### src/rtl/can_tx_scheduler.sv
// CAN transmit scheduler: picks the lowest-id pending mailbox when the bus is
// idle, starts the framer and retires, retries or re-queues on its outcome.
module can_tx_scheduler #(
    parameter int NUM_MBOX  = 4,
    parameter int ID_WIDTH  = 11,
    parameter int MAX_RETRY = 15
) (
    input  logic                         clock,
    input  logic                         reset,
    input  logic [NUM_MBOX-1:0]          req_valid,
    input  logic [NUM_MBOX*ID_WIDTH-1:0] req_id,
    input  logic [NUM_MBOX-1:0]          abort,
    input  logic                         bus_idle,
    input  logic                         tx_done,
    input  logic                         tx_arb_lost,
    input  logic                         tx_error,
    output logic                         tx_start,
    output logic [1:0]                   tx_sel,
    output logic [ID_WIDTH-1:0]          tx_id,
    output logic [NUM_MBOX-1:0]          pending,
    output logic [NUM_MBOX-1:0]          done,
    output logic [NUM_MBOX-1:0]          failed,
    output logic                         busy
);

    localparam int RW = 4;

    typedef enum logic [1:0] {
        IDLE,
        WAIT_BUS,
        ACTIVE
    } state_t;

    state_t                state_q, state_d;
    logic                  tx_start_q, tx_start_d;
    logic [1:0]            tx_sel_q, tx_sel_d;
    logic [ID_WIDTH-1:0]   tx_id_q, tx_id_d;
    logic [NUM_MBOX-1:0]   pending_q, pending_d;
    logic [NUM_MBOX-1:0]   done_q, done_d;
    logic [NUM_MBOX-1:0]   failed_q, failed_d;
    logic [ID_WIDTH-1:0]   id_q [NUM_MBOX];
    logic [ID_WIDTH-1:0]   id_d [NUM_MBOX];
    logic [RW-1:0]         retry_q [NUM_MBOX];
    logic [RW-1:0]         retry_d [NUM_MBOX];
    logic                  abort_latch_q, abort_latch_d;

    logic                  sel_found;
    logic [1:0]            sel_idx;
    logic [ID_WIDTH-1:0]   sel_id;
    logic                  abort_now;

    // Strict less-than keeps ties on the lower index.
    always_comb begin
        sel_found = 1'b0;
        sel_idx   = '0;
        sel_id    = '0;
        for (int i = 0; i < NUM_MBOX; i++) begin
            if (pending_q[i] && (!sel_found || id_q[i] < sel_id)) begin
                sel_found = 1'b1;
                sel_idx   = 2'(i);
                sel_id    = id_q[i];
            end
        end
    end

    always_comb begin
        state_d       = state_q;
        tx_start_d    = 1'b0;
        tx_sel_d      = tx_sel_q;
        tx_id_d       = tx_id_q;
        pending_d     = pending_q;
        done_d        = '0;
        failed_d      = '0;
        id_d          = id_q;
        retry_d       = retry_q;
        abort_latch_d = abort_latch_q;
        abort_now     = abort_latch_q | abort[tx_sel_q];

        for (int i = 0; i < NUM_MBOX; i++) begin
            if (abort[i]) begin
                if (state_q == ACTIVE && tx_sel_q == 2'(i)) begin
                    abort_latch_d = 1'b1;
                end else begin
                    pending_d[i] = 1'b0;
                end
            end else if (req_valid[i] && !pending_q[i]) begin
                pending_d[i] = 1'b1;
                id_d[i]      = req_id[i*ID_WIDTH +: ID_WIDTH];
                retry_d[i]   = '0;
            end
        end

        unique case (state_q)
            IDLE: begin
                if (|pending_q) state_d = WAIT_BUS;
            end
            WAIT_BUS: begin
                if (pending_q == '0) begin
                    state_d = IDLE;
                end else if (bus_idle && !abort[sel_idx]) begin
                    tx_start_d = 1'b1;
                    tx_sel_d   = sel_idx;
                    tx_id_d    = sel_id;
                    state_d    = ACTIVE;
                end
            end
            ACTIVE: begin
                if (tx_done) begin
                    pending_d[tx_sel_q] = 1'b0;
                    done_d[tx_sel_q]    = 1'b1;
                    retry_d[tx_sel_q]   = '0;
                    abort_latch_d       = 1'b0;
                    state_d             = WAIT_BUS;
                end else if (tx_error) begin
                    abort_latch_d = 1'b0;
                    state_d       = WAIT_BUS;
                    if (abort_now || retry_q[tx_sel_q] == RW'(MAX_RETRY)) begin
                        pending_d[tx_sel_q] = 1'b0;
                        failed_d[tx_sel_q]  = 1'b1;
                        retry_d[tx_sel_q]   = '0;
                    end else begin
                        retry_d[tx_sel_q] = retry_q[tx_sel_q] + RW'(1);
                    end
                end else if (tx_arb_lost) begin
                    abort_latch_d = 1'b0;
                    state_d       = WAIT_BUS;
                    if (abort_now) begin
                        pending_d[tx_sel_q] = 1'b0;
                        failed_d[tx_sel_q]  = 1'b1;
                    end
                end
            end
            default: state_d = IDLE;
        endcase
    end

    always_ff @(posedge clock) begin
        if (reset) begin
            state_q       <= IDLE;
            tx_start_q    <= 1'b0;
            tx_sel_q      <= '0;
            tx_id_q       <= '0;
            pending_q     <= '0;
            done_q        <= '0;
            failed_q      <= '0;
            id_q          <= '{default: '0};
            retry_q       <= '{default: '0};
            abort_latch_q <= 1'b0;
        end else begin
            state_q       <= state_d;
            tx_start_q    <= tx_start_d;
            tx_sel_q      <= tx_sel_d;
            tx_id_q       <= tx_id_d;
            pending_q     <= pending_d;
            done_q        <= done_d;
            failed_q      <= failed_d;
            id_q          <= id_d;
            retry_q       <= retry_d;
            abort_latch_q <= abort_latch_d;
        end
    end

    assign tx_start = tx_start_q;
    assign tx_sel   = tx_sel_q;
    assign tx_id    = tx_id_q;
    assign pending  = pending_q;
    assign done     = done_q;
    assign failed   = failed_q;
    assign busy     = (state_q == ACTIVE);

endmodule
### config.mk
export PLATFORM = sky130hd
export DESIGN_NAME = can_tx_scheduler
export DESIGN_NICKNAME = d
export VERILOG_FILES = /design/src/rtl/can_tx_scheduler.sv
export SDC_FILE = /design/constraint.sdc
export NUM_CORES = 1
export LEC_CHECK = 0
export ABC_AREA = 1
export ABC_CLOCK_PERIOD_IN_PS = 11100
export BUFFER_PORTS_ARGS = -buffer_cell sky130_fd_sc_hd__buf_2
export CORE_ASPECT_RATIO = 1.25
export CORE_MARGIN = 2
export CORE_UTILIZATION = 30
export DETAILED_ROUTE_END_ITERATION = 6
export GPL_TIMING_DRIVEN = 0
export RECOVER_POWER = 50
export SYNTH_ARGS = -nofsm -noshare
export SYNTH_HDL_FRONTEND = slang
export SYNTH_SLANG_ARGS = --single-unit
### constraint.sdc
create_clock -name clock -period 11.1 [get_ports clock]
set_input_delay 1.11 -clock clock [delete_from_list [all_inputs] [get_ports clock]]
set_output_delay 1.11 -clock clock [all_outputs]
set_load 0.05 [all_outputs]
-- After elaboration in Yosys (flattened, before gate mapping)
Index checks and enable logic that the tools add are counted.
- muxes and demuxes: 76
- reductions and logical operators: 39
- $lt $le $gt $ge: 8
- $mul: 0
- divide/modulo/power cells: 0
- equal/unequal tests: 9
- shift operators: 0
- add/subtract/negate cells: 1
- bitwise logic cells: 14
- operators by type and width (cell ; count):
    $mux W4 ; 21
    $mux W16 ; 4
    $mux W11 ; 4
    $lt A11 B11 Y1 ; 3
    $mux W1 ; 32
    $and A16 B16 Y16 ; 1
    $bwmux W16 ; 1
    $mux W2 ; 8
    $not A16 Y16 ; 1
    $logic_and A1 B1 Y1 ; 14
    $reduce_or A3 Y1 ; 3
    $bmux W4 S2 ; 1
    $demux W4 S2 ; 1
    $logic_not A1 Y1 ; 8
    $not A1 Y1 ; 8
    $reduce_and A2 Y1 ; 4
    $eq A2 B2 Y1 const B ; 3
    $lt A2 B3 Y1 const B ; 2
    $pmux W2 S3 ; 1
    $reduce_and A3 Y1 ; 2
    $add A4 B1 Y4 const B ; 1
    $and A4 B4 Y4 ; 1
    $bmux W1 S2 ; 2
    $eq A2 B1 Y1 const B ; 2
    15 further kinds ; 19
- register bits after elaboration: 89
- bits in latches: 0
- memories: 0
- memory bits (read-only): 0
- output and inout bits: 27
- bits in writable memories: 0

-- Longest topological paths before layout
- depth after elaboration: 20
- gate-level depth with buffers: 44
- mapped depth without buffers: 40

-- Worst setup path after synthesis
No wires, ideal clock.
- path type: reg-to-reg
- start point: register pending_q[0], in the netlist pending[0]
- end point: register tx_sel_q[0], in the netlist tx_sel[0]
- cell stages (with the launch flop): 44
- setup time: 64 ps
- path buffers: 5
- arrival time: 5571 ps
- setup slack: 5464 ps
- cell sequence: dfxtp_1 -> buf_4 -> clkbuf_1 -> nand2_1 -> ha_1 -> nand2_1 -> inv_1 -> nand2_1 -> nor2_1 -> nand2_1 -> nand3_1 -> nand2_2 -> nand2_2 -> clkbuf_1 -> nand2_1 -> o21ai_0 -> ha_1 -> nand2_1 -> [... 8 more ...] -> nand2_1 -> o21ai_0 -> ha_1 -> a21oi_1 -> nor2_1 -> a211oi_1 -> o221a_2 -> nand2_1 -> nand2_2 -> nand2_4 -> nand2_1 -> inv_1 -> nand3_1 -> nand3_2 -> nor2_4 -> buf_6 -> nor2_1 -> nor2_1
- cells in the longest elaborated chain, start to end: 18
- elaborated cells between the ends (all ways): 28
- ends and longest elaborated chain (item ; line ; RTL):
    from (decl) ; 38 ; logic [NUM_MBOX-1:0] pending_q, pending_d;
    from (signal assigned) ; 154 ; pending_q <= pending_d;
    $mux W11 or $mux W1 (tied branches) ; 58 ; if (pending_q[i] && (!sel_found || id_q[i] < sel_id)) begin
    $lt A11 B11 Y1 or $logic_not A1 Y1 (tied branches) ; 58 ;
    $logic_or A1 B1 Y1 ; 58 ;
    $logic_and A1 B1 Y1 ; 58 ;
    $mux W11 or $mux W1 (tied branches) ; 58 ;
    $lt A11 B11 Y1 or $logic_not A1 Y1 (tied branches) ; 58 ;
    $logic_or A1 B1 Y1 ; 58 ;
    $logic_and A1 B1 Y1 ; 58 ;
    [... 2 more ...] ; -- ;
    $logic_or A1 B1 Y1 ; 58 ;
    $logic_and A1 B1 Y1 ; 58 ;
    $mux W2 ; 58 ;
    $bmux W1 S2 ; 100 ; end else if (bus_idle && !abort[sel_idx]) begin
    $mux W1 (implied by the code) ; 100 ;
    $logic_not A1 Y1 ; 100 ;
    $logic_and A1 B1 Y1 ; 100 ;
    $reduce_and A3 Y1 (no source line) ; -- ;
    to (signal assigned) ; 152 ; tx_sel_q <= tx_sel_d;
    to (decl) ; 36 ; logic [1:0] tx_sel_q, tx_sel_d;
Several ways; a longest one is shown, not always the timed one. The select of a mux whose other input is x is not followed.
A chain may end at the register's enable or synchronous reset.

-- Worst setup path in the final report
- start point: register pending_q[0], in the netlist pending[0]
- end point: register tx_id_q[8], in the netlist tx_id[8]
- cells in the longest elaborated chain, start to end: 18
- elaborated cells between the ends (all ways): 29
- ends and longest elaborated chain (item ; line ; RTL):
    $mux W11 or $mux W1 (tied branches) ; 58 ;
    $lt A11 B11 Y1 or $logic_not A1 Y1 (tied branches) ; 58 ;
    $logic_or A1 B1 Y1 ; 58 ;
    $logic_and A1 B1 Y1 ; 58 ;
    $mux W11 or $mux W1 (tied branches) ; 58 ;
    $lt A11 B11 Y1 or $logic_not A1 Y1 (tied branches) ; 58 ;
    $logic_or A1 B1 Y1 ; 58 ;
    $logic_and A1 B1 Y1 ; 58 ;
    [... 2 more ...] ; -- ;
    $logic_or A1 B1 Y1 ; 58 ;
    $logic_and A1 B1 Y1 ; 58 ;
    $mux W2 ; 58 ;
    $bmux W1 S2 ; 100 ;
    $mux W1 (implied by the code) ; 100 ;
    $logic_not A1 Y1 ; 100 ;
    $logic_and A1 B1 Y1 ; 100 ;
    $reduce_and A3 Y1 (no source line) ; -- ;
    to (signal assigned) ; 153 ; tx_id_q <= tx_id_d;
    to (decl) ; 37 ; logic [ID_WIDTH-1:0] tx_id_q, tx_id_d;
Several ways; a longest one is shown, not always the timed one. The select of a mux whose other input is x is not followed.

==> results.py <==
metrics = {
    "detailed_routing": {
        "routed_wl_um": 16100,
        "dr_wl_met3_um": 980,
        "dr_wl_met2_um": 7720,
        "first_iter_violations": 371,
        "dr.pass1.iters": 5,
        "ant_nets": 0,
        "wl_per_cell_um": 15.0,
        "wl_met1_um": 6900,
        "routed_via_density": 4.98,
        "top_layer_used": "met4",
        "drc": 0,
        "routed-via-count": 5316,
    },
    "layout": {
        "fin_util": 0.365,
        "drive_gt1_frac": 0.105,
        "final_cell_mix": "140 x nand2_1, 89 x dfxtp_1, 84 x inv_1, 81 x o21ai_0, 77 x a21oi_1",
        "final_common_cell": "nand2_1",
        "final_nets": 932,
        "area_growth_pct": 19.9,
        "n_antenna_cell": 0,
        "stdcell_count": 1068,
    },
    "global_route": {
        "grt_max_degree": 15,
        "first_global_vias": 5169,
        "gr-usage-all-layers": 0.181,
        "antenna_found_initial": 0,
        "grt-ovfl-total": 0,
        "grt_pass1_wl_um": 25200,
    },
    "critical_path": {
        "cp.depth": 37,
        "cp_max_fo": 10,
        "cp_slowest_cell": "clkbuf_1",
        "reg2reg_from": "pending[0]",
        "cp_top_family": "compound AO/OA/AOI/OAI gates",
        "crit_start": "pending[0]",
        "critPathCapture": "tx_id[8]",
        "arrival_ns": 6.75,
        "cpMostUsedCell": "nand2_1",
        "rr_endpoint": "tx_id[8]",
        "worstSetupPathType": "flip-flop to flip-flop",
        "reg2reg_depth": 37,
        "timing.reg2reg.setup_slack_ns": 4.60,
        "start_kind": "flip-flop",
        "crit_buf_inv": 7,
        "required_ns": 11.35,
        "slowest_delay_ns": 0.40,
        "setup.worst_path.end_class": "flip-flop",
    },
    "die": {
        "core_area_um2": 16700,
        "start_util": 0.304,
        "std_cell_rows": 53,
        "die_height_um": 150,
        "die_w_um": 120,
        "die_area_um2": 18000,
        "ioPinCount": 85,
    },
    "timing": {
        "slew_viol_final": 0,
        "worst_slew_pin_slew_ns": 0.734,
        "fin_crit_sh": 0.585,
        "relSlewSlack": 0.507,
        "period_needed_ns": 6.50,
        "finalSetupViolCount": 0,
        "fin_setup_tns_ns": 0,
        "clock.fmax_mhz": 154,
        "hold_ws_ns": 0.451,
        "finalHoldViolCount": 0,
        "finClkSkew_ns": 0.00927,
        "rsz0062_at_grt": "false",
    },
    "placement": {
        "io_buffers": 84,
        "dp_cells": 1052,
        "dp_hpwl_um": 12400,
        "place.gp.congestion": 0.890,
    },
    "clock_tree": {
        "cts_setup_buffers": 0,
        "cts_buffers": 9,
        "cts_tree": "done",
        "clk_pin_slew_ns": 0.06,
        "cts_resized": 0,
        "cts-root-buf": "clkbuf_16",
        "clock_latency_ns": 0.35,
        "cts_buffer_depth": 2,
        "hold_buffers": 0,
        "cts_num_sinks": 89,
        "htree_levels": 3,
    },
    "pwr": {
        "powerDensity_nw_per_um2": 139,
        "leakage_nw": 2.53,
        "ir_worst_vdd_mv": 0.0707,
    },
    "synthesis": {
        "syn-num-nets": 837,
        "synthDistinctLibCells": 36,
        "avgSynthCellArea_um2": 6.79,
        "synthesis.area_um2": 5080,
        "synth-seq-cells": 89,
        "yosysSeqAreaShare": 0.351,
        "yosysWarnings": 0,
        "synth_cells": 748,
    },
    "flow_run": {
        "max_cap_violations": 0,
    },
    "hold_path": {
        "hp-class": "flip-flop to flip-flop",
    },
    "run_status": {
        "status": "finished, final reports clean",
    },
}
[registers in the layout (all words and copies together), names as in the netlist]
register / flops
failed: 4
state_q: 2
tx_start: 1
done: 4
retry_q: 16
abort_latch_q: 1
pending: 4
tx_sel: 2
tx_id: 11
id_q: 44
[where the power goes]
group	total [mW]	internal, mW	switching [mW]
combinational	0.141	0.0476	0.0932
clock	0.365	0.233	0.132
sequential	0.342	0.332	0.00985
total	0.848	0.613	0.235
[tightest hold or removal path, delay by kind of cell, from the launching register on]
family	cells	cell delay (ns)
buffers and inverters	1	0.05
AO/OA/AOI/OAI	1	0.05
flip-flops	1	0.31
[metrics by stage]
step	setup WS, ns	power (mW)	instance area [um^2]
finish	4.60	0.848	6100
global route	3.87	0.885	6100
CTS	4.54	0.854	6130
detailed placement	4.58	0.490	5780
global placement	4.57	0.488	5780
floorplan	5.46	0.444	5080
[layout make-up]
cell class | instances | area, um^2
clock buffers | 12 | 256
inverters | 87 | 327
repair buffers | 84 | 383
flip-flops and latches | 89 | 1780
multi-input cells | 533 | 2810
plain buffers | 39 | 164
clock inverters | 4 | 98.8
fillers | 1865 | 10600
well taps | 220 | 275
[worst min-delay path by stage]
stage / from / endpoint / slack (ns) / cells past startpoint
4_1_cts: id_q[41] / id_q[41] / 0.45 / 2
5_1_grt: id_q[34] / id_q[34] / 0.47 / 2
3_3_place_gp: id_q[36] / id_q[36] / 0.44 / 2
3_5_place_dp: id_q[41] / id_q[41] / 0.44 / 2
2_1_floorplan: id_q[34] / id_q[34] / 0.42 / 2
6_report: id_q[36] / id_q[36] / 0.45 / 2
[per-layer routing]
layer	track usage	vias up
li1	-	2723
met1	0.215	2385
met2	0.311	178
met3	0.0412	30
met4	0.0791	0
met5	0	-
[synth_stat cells, drive strengths merged]
cell	count	area, um^2
ha	31	388
xor2	1	8.76
a31oi	2	12.5
dfxtp	89	1780
nand3	62	325
a2111oi	1	8.76
clkinv	3	11.3
a21o	1	7.51
o21a	1	7.51
o32ai	2	17.5
o211ai	5	37.5
o31ai	4	30.0
inv	84	315
a211oi	2	15.0
o221a	1	11.3
nor3	14	70.1
clkbuf	33	124
nand4	16	100
buf	6	40.0
o22ai	17	106
a21boi	1	7.51
o21ai	81	405
nand2	149	592
o2111ai	1	8.76
a21oi	77	385
a22oi	2	15.0
nor2	60	235
nand3b	2	15.0
[cell families (layout without fill, tap and decap cells)]
kind of cell,count (synthesis),after routing,synth area share
flops,89,89,0.351
fa+ha+maj,31,31,0.0763
simple gates,303,303,0.263
compound gates,198,198,0.212
xor+xnor,1,1,0.00172
buf+inv,126,226,0.0965
No activity file was read; power rests on OpenSTA's default activity.
